## config.mk

```make
export PLATFORM = sky130hd
export DESIGN_NAME = uart_tx_serializer
export DESIGN_NICKNAME = d
export VERILOG_FILES = /design/src/rtl/uart_tx_serializer.sv
export SDC_FILE = /design/constraint.sdc
export NUM_CORES = 1
export LEC_CHECK = 0
export BUFFER_PORTS_ARGS = -buffer_cell sky130_fd_sc_hd__buf_2
export CORE_UTILIZATION = 65
export DETAILED_ROUTE_END_ITERATION = 10
export GPL_TIMING_DRIVEN = 0
export MAX_ROUTING_LAYER = met4
export PLACE_DENSITY = 0.86
export SLEW_MARGIN = 40
export SYNTH_ARGS = -nofsm -noshare
export SYNTH_HDL_FRONTEND = slang
export SYNTH_SLANG_ARGS = --single-unit
```

## constraint.sdc

```tcl
create_clock -name clk -period 4.6 [get_ports clk]
set_input_delay 0.46 -clock clk [delete_from_list [all_inputs] [get_ports clk]]
set_output_delay 0.46 -clock clk [all_outputs]
set_load 0.01 [all_outputs]
```

## src/rtl/uart_tx_serializer.sv

```systemverilog
// UART transmit serializer: start bit, 5-8 data bits, optional parity, 1/1.5/2 stop bits.
// Optional build macro UART_TX_PARITY_INJECT_EN adds inject_parity_err for forced parity errors.
//
// state      | meaning
// IDLE       | line high, tx_ready may assert
// START_BIT  | line low for one bit period
// DATA_BITS  | N data bits shifted out from the latched character
// PARITY_BIT | parity bit (only when latched parity_en is set)
// STOP_BIT   | line high for 1, 1.5 or 2 bit periods
module uart_tx_serializer #(
  parameter int CHAR_LENGTH    = 8,
  parameter int BAUD_DIV_WIDTH = 16
) (
  input  logic                      clk,
  input  logic                      reset,
  input  logic [BAUD_DIV_WIDTH-1:0] cfg_baud_div,
  input  logic [3:0]                cfg_oversampling,
  input  logic [3:0]                cfg_uart_type,
  input  logic [1:0]                cfg_stop_bit,
  input  logic                      cfg_msb_first,
  input  logic                      cfg_parity_en,
  input  logic                      cfg_parity_type,
  input  logic [CHAR_LENGTH-1:0]    tx_data,
  input  logic                      tx_valid,
`ifdef UART_TX_PARITY_INJECT_EN
  input  logic                      inject_parity_err,
`endif
  output logic                      tx_ready,
  output logic                      tx,
  output logic                      busy,
  output logic [3:0]                fsm_state
);

  typedef enum logic [3:0] {
    IDLE       = 4'd0,
    START_BIT  = 4'd1,
    DATA_BITS  = 4'd2,
    PARITY_BIT = 4'd3,
    STOP_BIT   = 4'd4
  } state_t;

  localparam logic [BAUD_DIV_WIDTH-1:0] DIV_ONE = BAUD_DIV_WIDTH'(1);

  state_t                    state;
  logic [BAUD_DIV_WIDTH-1:0] div_q;
  logic [4:0]                os_q;
  logic [1:0]                stop_q;
  logic                      parity_en_q;
  logic                      parity_q;
  logic [CHAR_LENGTH-1:0]    shift_q;
  logic [3:0]                n_q;
  logic [3:0]                bit_cnt;
  logic [BAUD_DIV_WIDTH-1:0] baud_cnt;
  logic [4:0]                tick_cnt;

  logic                      type_ok;
  logic                      accept;
  logic [BAUD_DIV_WIDTH-1:0] div_eff;
  logic [4:0]                os_eff;
  logic [CHAR_LENGTH-1:0]    data_mask;
  logic [CHAR_LENGTH-1:0]    data_rev;
  logic [CHAR_LENGTH-1:0]    data_ordered;
  logic [3:0]                rev_shift;
  logic                      parity_bit;
  logic [4:0]                stop_ticks;

  assign type_ok   = (cfg_uart_type >= 4'd5) && (cfg_uart_type <= 4'd8);
  assign tx_ready  = (state == IDLE) && !reset && type_ok;
  assign accept    = tx_valid && tx_ready;
  assign busy      = (state != IDLE);
  assign fsm_state = state;

  // Character is pre-ordered at acceptance so the datapath always shifts out bit 0 first.
  always_comb begin
    div_eff   = (cfg_baud_div == '0) ? DIV_ONE : cfg_baud_div;
    os_eff    = (cfg_oversampling == 4'd0) ? 5'd2 : {1'b0, cfg_oversampling};
    data_mask = ~({CHAR_LENGTH{1'b1}} << cfg_uart_type);
    data_rev  = '0;
    for (int i = 0; i < CHAR_LENGTH; i++) begin
      data_rev[i] = tx_data[CHAR_LENGTH-1-i];
    end
    rev_shift    = 4'(CHAR_LENGTH) - cfg_uart_type;
    data_ordered = (cfg_msb_first ? (data_rev >> rev_shift) : tx_data) & data_mask;
    parity_bit   = (^(tx_data & data_mask)) ^ cfg_parity_type;
`ifdef UART_TX_PARITY_INJECT_EN
    parity_bit   = parity_bit ^ inject_parity_err;
`endif
  end

  always_comb begin
    case (stop_q)
      2'd0:    stop_ticks = os_q + (os_q >> 1);
      2'd2:    stop_ticks = os_q << 1;
      default: stop_ticks = os_q;
    endcase
  end

  always_ff @(posedge clk) begin
    if (reset) begin
      state       <= IDLE;
      tx          <= 1'b1;
      div_q       <= '0;
      os_q        <= '0;
      stop_q      <= '0;
      parity_en_q <= 1'b0;
      parity_q    <= 1'b0;
      shift_q     <= '0;
      n_q         <= '0;
      bit_cnt     <= '0;
      baud_cnt    <= '0;
      tick_cnt    <= '0;
    end else if (state == IDLE) begin
      tx <= 1'b1;
      if (accept) begin
        div_q       <= div_eff;
        os_q        <= os_eff;
        stop_q      <= cfg_stop_bit;
        parity_en_q <= cfg_parity_en;
        parity_q    <= parity_bit;
        shift_q     <= data_ordered;
        n_q         <= cfg_uart_type;
        bit_cnt     <= '0;
        baud_cnt    <= div_eff - DIV_ONE;
        tick_cnt    <= os_eff - 5'd1;
        state       <= START_BIT;
        tx          <= 1'b0;
      end
    end else if (baud_cnt != '0) begin
      baud_cnt <= baud_cnt - DIV_ONE;
    end else if (tick_cnt != 5'd0) begin
      baud_cnt <= div_q - DIV_ONE;
      tick_cnt <= tick_cnt - 5'd1;
    end else begin
      // Terminal count of the current bit period: advance to the next bit.
      baud_cnt <= div_q - DIV_ONE;
      tick_cnt <= os_q - 5'd1;
      case (state)
        START_BIT: begin
          state   <= DATA_BITS;
          tx      <= shift_q[0];
          shift_q <= shift_q >> 1;
          bit_cnt <= 4'd1;
        end
        DATA_BITS: begin
          if (bit_cnt == n_q) begin
            if (parity_en_q) begin
              state <= PARITY_BIT;
              tx    <= parity_q;
            end else begin
              state    <= STOP_BIT;
              tx       <= 1'b1;
              tick_cnt <= stop_ticks - 5'd1;
            end
          end else begin
            tx      <= shift_q[0];
            shift_q <= shift_q >> 1;
            bit_cnt <= bit_cnt + 4'd1;
          end
        end
        PARITY_BIT: begin
          state    <= STOP_BIT;
          tx       <= 1'b1;
          tick_cnt <= stop_ticks - 5'd1;
        end
        default: begin
          state <= IDLE;
          tx    <= 1'b1;
        end
      endcase
    end
  end

endmodule
```

==> metrics.csv, run 1 <==
stage;metric;value;unit
outcome;run_status;finished clean;
critical_path;worst-path-max-fanout;10;
placement;place.detailed.instances;772;
sta;final.min_clock_period;3.86;ns
synth;synth-seq-area-share;26.3;%
cells_and_area;antenna_cells_inserted;0;
critical_path;worstPathBufferInverterCount;5;
sta;final_critical_path_setup_slack;0.738;ns
synth;distinct_cell_type_count_after_synthesis;82;
critical_path;startpoint_type;register;
placement;post-dp-hpwl;10900;µm
critical_path;critical-path-slowest-cell;sky130_fd_sc_hd__clkbuf_1;
cells_and_area;multi_input_comb_area;0.00336;mm²
sta;final-max-slew-violation-count;0;
cells_and_area;most-common-layout-cells;sky130_fd_sc_hd__nand2_1 (72), sky130_fd_sc_hd__dfxtp_1 (65), sky130_fd_sc_hd__nor2_1 (53), sky130_fd_sc_hd__buf_2 (50), sky130_fd_sc_hd__o21ai_0 (45);
grt;grt_antenna_before_repair;0;
detailed_routing;detail_route.wirelength;14800;µm
synth;synth_warnings;0;
clock_tree;worst_setup_hold_path_clk_slew;0.08;ns
synth;total_nets_after_synthesis;689;
cells_and_area;register_area;0.00130;mm²
floorplan;start_util;67.8;%
cells_and_area;layout.nets;743;
placement;buffer_ports.inserted;43;
cells_and_area;finish.cell_count_without_fillers;788;
floorplan;die_area;0.00795;mm²
synth;netlist_top_cells_area;sky130_fd_sc_hd__dfxtp_1 (26%), sky130_fd_sc_hd__nand2_1 (5.5%), sky130_fd_sc_hd__o21ai_0 (4.7%);
sta;final.setup_skew;0.0147;ns
clock_tree;cts.repair_timing.setup_buffer_count;0;
cells_and_area;mostFrequentLayoutCell;sky130_fd_sc_hd__nand2_1;
sta;fin_setup_tns;0;ns
detailed_routing;first_iter_violations;471;
synth;syn-instance-count;630;
hold_path;min_path_type;input port to register;
floorplan;placementRows;31;
sta;hold_violations;0;
floorplan;die_width;89.2;µm
sta;transition_time_at_the_pin_with_the_least_slew_margin;0.808;ns
power;ir_drop;0.000227;V
clock_tree;cts-root-to-sink-buffers;2;
detailed_routing;vias_per_cell;6.63;
synth;post_synth_instance_area;0.00494;mm²
clock_tree;cts_max_level;3;
synth;postSynthAreaPerCell;7.84;µm²
clock_tree;clock_tree_from_tritoncts;built;
power;cellLeakagePower;0.00207;µW
sta;post-route-period-util;83.9;%
sta;rsz0062_at_grt;no;
cells_and_area;layout_cells_sized_above_1;16.0;%
grt;first_global_vias;4744;
synth;synth_seq_cells;65;
cells_and_area;flow.area_growth_from_synthesis;12.5;%
synth;synth_ff_type;sky130_fd_sc_hd__dfxtp_1;
grt;top_usage_layer;met2;
clock_tree;numClockSinks;65;
critical_path;cp_top_family;buffers and inverters;
floorplan;chipHeight;89.2;µm
grt;globalRoute.totalOverflow;0;
grt;grt_max_degree;13;
grt;gr_util_all_layers;39.2;%
grt;fraction_of_met2_tracks_used_by_global_routing;60.8;%
sta;maxSlewHeadroom;45.9;%
clock_tree;cts-root-buf;sky130_fd_sc_hd__clkbuf_8;
sta;setup_viol;0;
clock_tree;ctsResizeCount;0;
critical_path;slowest_delay;0.51;ns
placement;dpl_worst_slack;0.587;ns
placement;gp_routability_congestion;1.04;
sta;fmax;259;MHz
synth;asyncSetResetFlopFracSynth;0;%
critical_path;cp.required;4.87;ns
synth;number_of_enable_flip_flop_cells_after_synthesis;0;
detailed_routing;drc;0;
floorplan;io-pin-count;47;
detailed_routing;post_drt_wl_per_cell;18.8;µm
clock_tree;worstSkewPairLatency;0.37;ns
clock_tree;cts_inserted_buffers;9;
critical_path;worstPathCellList;buf_6, nor3_4, buf_6, buf_2, clkbuf_1, o21ai_0, inv_1, ha_1, nor3b_1, o32ai_2, nor3b_1, mux2_2, a311oi_1;
detailed_routing;via_count;5222;
synth;top_cell_type_s_share_of_synthesized_area;26.3;%
floorplan;core;0.00729;mm²
synth;netlist.top_cell.by_area;sky130_fd_sc_hd__dfxtp_1;
critical_path;critPathCaptureType;register;
clock_tree;holdBufCountCts;0;
detailed_routing;pre_antenna_drt_iters;5;
run;cap_viol_max_count;0;
grt;global_route.usage.met3;8.31;%
detailed_routing;drtAntennaViolNets;0;
grt;globalRouteMet1Util;48.6;%
critical_path;cp.arrival;4.13;ns
power;pwr_density_cell;332;mW/mm²
cells_and_area;fill_cells;584;
critical_path;crit_path_kind;register to register;
grt;grt_pass1_wl;22900;µm
-- stage by stage --
| step | power [µW] | hold WS (ns) | util [%] | cell area (µm²) |
|---|---|---|---|---|
| global placement | 1140 | 0.449 | 72.4 | 5280 |
| CTS | 1820 | 0.302 | 76.2 | 5560 |
| global route | 1910 | 0.316 | 76.3 | 5560 |
| finish | 1850 | 0.295 | 76.3 | 5560 |
| detailed placement | 1150 | 0.451 | 72.4 | 5280 |
| floorplan | 1010 | 0.435 | - | 4940 |
-- synth_stat cells, types with 5 or more instances --
library cell and number:
sky130_fd_sc_hd__inv_1 20, sky130_fd_sc_hd__a21o_1 6, sky130_fd_sc_hd__and2_1 5, sky130_fd_sc_hd__a31oi_1 12
sky130_fd_sc_hd__o21ai_0 46, sky130_fd_sc_hd__o31ai_1 8, sky130_fd_sc_hd__nand2b_1 6, sky130_fd_sc_hd__nor2_1 53
sky130_fd_sc_hd__buf_1 5, sky130_fd_sc_hd__nand2_1 72, sky130_fd_sc_hd__a211oi_1 13, sky130_fd_sc_hd__nor2b_1 11
sky130_fd_sc_hd__mux2i_1 15, sky130_fd_sc_hd__mux2_2 11, sky130_fd_sc_hd__ha_1 18, sky130_fd_sc_hd__o211ai_1 6
sky130_fd_sc_hd__nand3_1 23, sky130_fd_sc_hd__clkbuf_1 24, sky130_fd_sc_hd__nand4_1 6, sky130_fd_sc_hd__xnor2_1 18
sky130_fd_sc_hd__nor4_1 8, sky130_fd_sc_hd__a21oi_1 42, sky130_fd_sc_hd__dfxtp_1 65, sky130_fd_sc_hd__nor3_1 20
sky130_fd_sc_hd__buf_2 7, sky130_fd_sc_hd__a311oi_1 8, sky130_fd_sc_hd__nor3b_1 5
-- flip-flops by register name, summed over array words and instances, names as in the netlist --
signal and flops:
n_q 4, tick_cnt 5, tx 1, shift_q 8
parity_q 1, baud_cnt 16, os_q 4, parity_en_q 1
fsm_state 3, div_q 16, stop_q 2, bit_cnt 4
-- per-layer routing --
| layer | up-vias | part of all wire, % | wire length [µm] |
|---|---|---|---|
| met1 | 2436 | 42 | 6210 |
| li1 | 2434 | - | - |
| met4 | 0 | 3.6 | 526 |
| met5 | - | 0 | 0 |
| met3 | 54 | 8.7 | 1280 |
| met2 | 298 | 46 | 6780 |
-- cells by family after synthesis --
kind of cell | count (synthesis) | synth area share [%]
other cells | 1 | 0.0759
flops | 65 | 26.3
compound gates | 190 | 26.7
fa+ha+maj | 19 | 4.96
buf+inv | 64 | 5.80
simple gates | 240 | 25.3
xor+xnor | 22 | 3.90
mux | 29 | 6.91
-- worst register-to-register path: cells and delay by family, from the launching register on --
family	cells	cell delay, ns
muxes	1	0.39
AOI/OAI and AO/OA	3	0.72
adders and majority gates	1	0.21
buffers and inverters	5	1.28
DFF	1	0.33
and+or+nand+nor	3	0.86
-- power breakdown --
part           switching, µW  internal [µW]
sequential              35.5            598
clock                    249            433
combinational            337            193
total                    621           1220
-- path summary, 6_finish.rpt --
check                                      from          end  slack, ns  cells after the start
worst min-delay path            cfg_stop_bit[1]    stop_q[1]       0.30                      3
worst max register to register     fsm_state[2]  baud_cnt[8]       0.74                     13
worst max-delay path               fsm_state[2]  baud_cnt[8]       0.74                     13
worst min register to register         div_q[9]     div_q[9]       0.47                      2
-- final cells by class --
type	count	share of cell area, %
Inverter	21	1.42
Buffer	43	3.74
Timing Repair Buffer	43	3.87
Sequential cell	65	23.4
Clock buffer	10	2.48
Tap cell	99	2.23
Clock inverter	6	2.48
Multi-Input combinational cell	501	60.4
Note: power is estimated with default switching activity, not from simulation.
==> run 2: changes to the inputs <==
--- a/config.mk
+++ b/config.mk
@@ -6,11 +6,11 @@
 export NUM_CORES = 1
 export LEC_CHECK = 0
 export BUFFER_PORTS_ARGS = -buffer_cell sky130_fd_sc_hd__buf_2
-export CORE_UTILIZATION = 65
+export CORE_UTILIZATION = 60
 export DETAILED_ROUTE_END_ITERATION = 10
 export GPL_TIMING_DRIVEN = 0
 export MAX_ROUTING_LAYER = met4
-export PLACE_DENSITY = 0.86
+export PLACE_DENSITY = 0.81
 export SLEW_MARGIN = 40
 export SYNTH_ARGS = -nofsm -noshare
 export SYNTH_HDL_FRONTEND = slang
==> constraint.sdc (replaced) <==
create_clock -name clk -period 3.75 [get_ports clk]
set_input_delay 0.375 -clock clk [delete_from_list [all_inputs] [get_ports clk]]
set_output_delay 0.375 -clock clk [all_outputs]
set_load 0.01 [all_outputs]
==> run 2 against run 1 <==
Register-to-register slack worse by 0.48 ns. Critical path depth did not move. Largest cell class unchanged. Die area increased by 8.1%. Critical endpoint unchanged. First-iteration DRC count is 2.5% higher.
==> metrics.csv, run 2 (synthesis results as in run 1) <==
stage;metric;value;unit
critical_path;cp.required;4.01;ns
sta;rsz0062_at_grt;no;
clock_tree;cts.repair_timing.setup_buffer_count;0;
cells_and_area;flow.area_growth_from_synthesis;11.2;%
cells_and_area;mostFrequentLayoutCell;sky130_fd_sc_hd__nand2_1;
placement;gp_routability_congestion;1.02;
grt;grt_max_degree;12;
grt;first_global_vias;4876;
sta;whs;0.226;ns
floorplan;start_util;63.0;%
critical_path;worstPathCellList;nor3_2, nand3_1, buf_2, nor2_2, a21oi_1, o21ai_0, inv_1, ha_1, nor3b_1, o32ai_2, nor3b_1, mux2_2, a311oi_1;
sta;maxSlewHeadroom;47.6;%
cells_and_area;post-route-util;70.0;%
critical_path;crit_top_cell;sky130_fd_sc_hd__nor3b_1;
sta;final.min_clock_period;3.49;ns
power;ir_drop;0.000234;V
detailed_routing;post_drt_wl_per_cell;18.8;µm
detailed_routing;detail_route.wirelength;14800;µm
detailed_routing;first_iter_violations;483;
hold_path;min_path_type;input port to register;
clock_tree;cts-root-to-sink-buffers;2;
placement;place.detailed.instances;775;
clock_tree;worstSkewPairLatency;0.35;ns
detailed_routing;drc;0;
placement;buffer_ports.inserted;43;
sta;setup_viol;0;
power;pwr_density_cell;372;mW/mm²
hold_path;min-delay-start;cfg_stop_bit[1];
grt;gr_util_all_layers;36.7;%
critical_path;critPathCaptureType;register;
clock_tree;cts_max_level;3;
power;post-layout-total-power;2050;µW
floorplan;core;0.00785;mm²
cells_and_area;most-common-layout-cells;sky130_fd_sc_hd__nand2_1 (72), sky130_fd_sc_hd__dfxtp_1 (65), sky130_fd_sc_hd__nor2_1 (52), sky130_fd_sc_hd__buf_2 (50), sky130_fd_sc_hd__o21ai_0 (46);
critical_path;cp_top_family;simple AND/OR/NAND/NOR gates;
grt;grt_pass1_wl;24100;µm
critical_path;cp.arrival;3.75;ns
sta;final.setup_skew;0.0150;ns
critical_path;startpoint_type;register;
critical_path;slowest_delay;0.37;ns
sta;post-route-period-util;93.0;%
grt;globalRoute.totalOverflow;0;
sta;fmax;287;MHz
power;cellLeakagePower;0.00202;µW
critical_path;worstPathBufferInverterCount;2;
floorplan;io-pin-count;47;
floorplan;die_area;0.00860;mm²
cells_and_area;layout.nets;742;
grt;grt_antenna_before_repair;0;
detailed_routing;drtAntennaViolNets;0;
cells_and_area;layout_cells_sized_above_1;16.3;%
placement;post-dp-hpwl;11000;µm
sta;transition_time_at_the_pin_with_the_least_slew_margin;0.778;ns
critical_path;crit_start;baud_cnt[0];
critical_path;worst-path-max-fanout;10;
sta;hold_violations;0;
outcome;run_status;finished clean;
floorplan;die_width;92.7;µm
run;cap_viol_max_count;0;
detailed_routing;vias_per_cell;6.64;
clock_tree;holdBufCountCts;0;
detailed_routing;via_count;5243;
floorplan;placementRows;32;
clock_tree;cts-root-buf;sky130_fd_sc_hd__clkbuf_8;
critical_path;critical-path-slowest-cell;sky130_fd_sc_hd__nor3_2;
clock_tree;numClockSinks;65;
critical_path;reg2reg_from;baud_cnt[0];
clock_tree;clock_tree_from_tritoncts;built;
detailed_routing;pre_antenna_drt_iters;5;
clock_tree;worst_setup_hold_path_clk_slew;0.08;ns
cells_and_area;largestRegisters;baud_cnt x16, div_q x16, shift_q x8;
critical_path;crit_path_kind;register to register;
sta;final-max-slew-violation-count;0;
cells_and_area;antenna_cells_inserted;0;
clock_tree;cts_inserted_buffers;9;
cells_and_area;finish.cell_count_without_fillers;790;
floorplan;chipHeight;92.7;µm
==> run 2: final cells by class <==
| type | instances | area [µm²] |
|---|---|---|
| multi-input cells | 501 | 3370 |
| flip-flops and latches | 65 | 1300 |
| inverters | 21 | 78.8 |
| clock buffers | 11 | 141 |
| well taps | 102 | 128 |
| clock inverters | 5 | 55.1 |
| plain buffers | 42 | 204 |
| repair buffers | 43 | 215 |
| fillers | 688 | 2350 |
==> run 2: final timing paths <==
kind / depth (start not counted) / endpoint / slack, ns
setup / recovery: 13 / baud_cnt[8] / 0.26
hold / removal: 3 / stop_q[1] / 0.23
setup reg to reg: 13 / baud_cnt[8] / 0.26
hold reg to reg: 2 / n_q[3] / 0.47
==> run 2: power by group <==
part | switching [µW] | total, µW | internal [µW] | leakage, µW
Combinational | 418 | 655 | 238 | 0.00140
Clock | 289 | 612 | 323 | 0.0000953
Sequential | 44.0 | 778 | 734 | 0.000528
==> run 2: timing repair <==
item | in CTS | in global routing
hold endpoints to repair | 0 | 0
endpoints found under the setup margin | 0 | 4
gates resized for setup | 0 | 2
==> run 2: metrics by stage <==
| step | setup TNS [ns] | setup WS, ns | cell area [µm²] |
|---|---|---|---|
| floorplan | 0 | 0.695 | 4940 |
| global placement | -2.82 | -0.137 | 5280 |
| detailed placement | 0 | 0.0306 | 5290 |
| CTS | 0 | 0.0204 | 5490 |
| global route | 0 | 0.00594 | 5500 |
| finish | 0 | 0.261 | 5500 |
==> run 2: routing by layer <==
metal | track usage, % | wire length [µm] | share of wire, %
met4 | 18.6 | 546 | 3.7
met5 | - | 0 | 0
met2 | 55.6 | 6590 | 44
met3 | 5.83 | 1380 | 9.3
met1 | 47.3 | 6330 | 43
==> run 2: worst reg2reg max path, stage by stage, from the launching register on <==
cell and delay [ns]:
sky130_fd_sc_hd__dfxtp_1 0.34, sky130_fd_sc_hd__nor3_2 0.37, sky130_fd_sc_hd__nand3_1 0.26, sky130_fd_sc_hd__buf_2 0.28, sky130_fd_sc_hd__nor2_2 0.25, sky130_fd_sc_hd__a21oi_1 0.10
sky130_fd_sc_hd__o21ai_0 0.22, sky130_fd_sc_hd__inv_1 0.07, sky130_fd_sc_hd__ha_1 0.23, sky130_fd_sc_hd__nor3b_1 0.16, sky130_fd_sc_hd__o32ai_2 0.37, sky130_fd_sc_hd__nor3b_1 0.18
sky130_fd_sc_hd__mux2_2 0.31, sky130_fd_sc_hd__a311oi_1 0.26
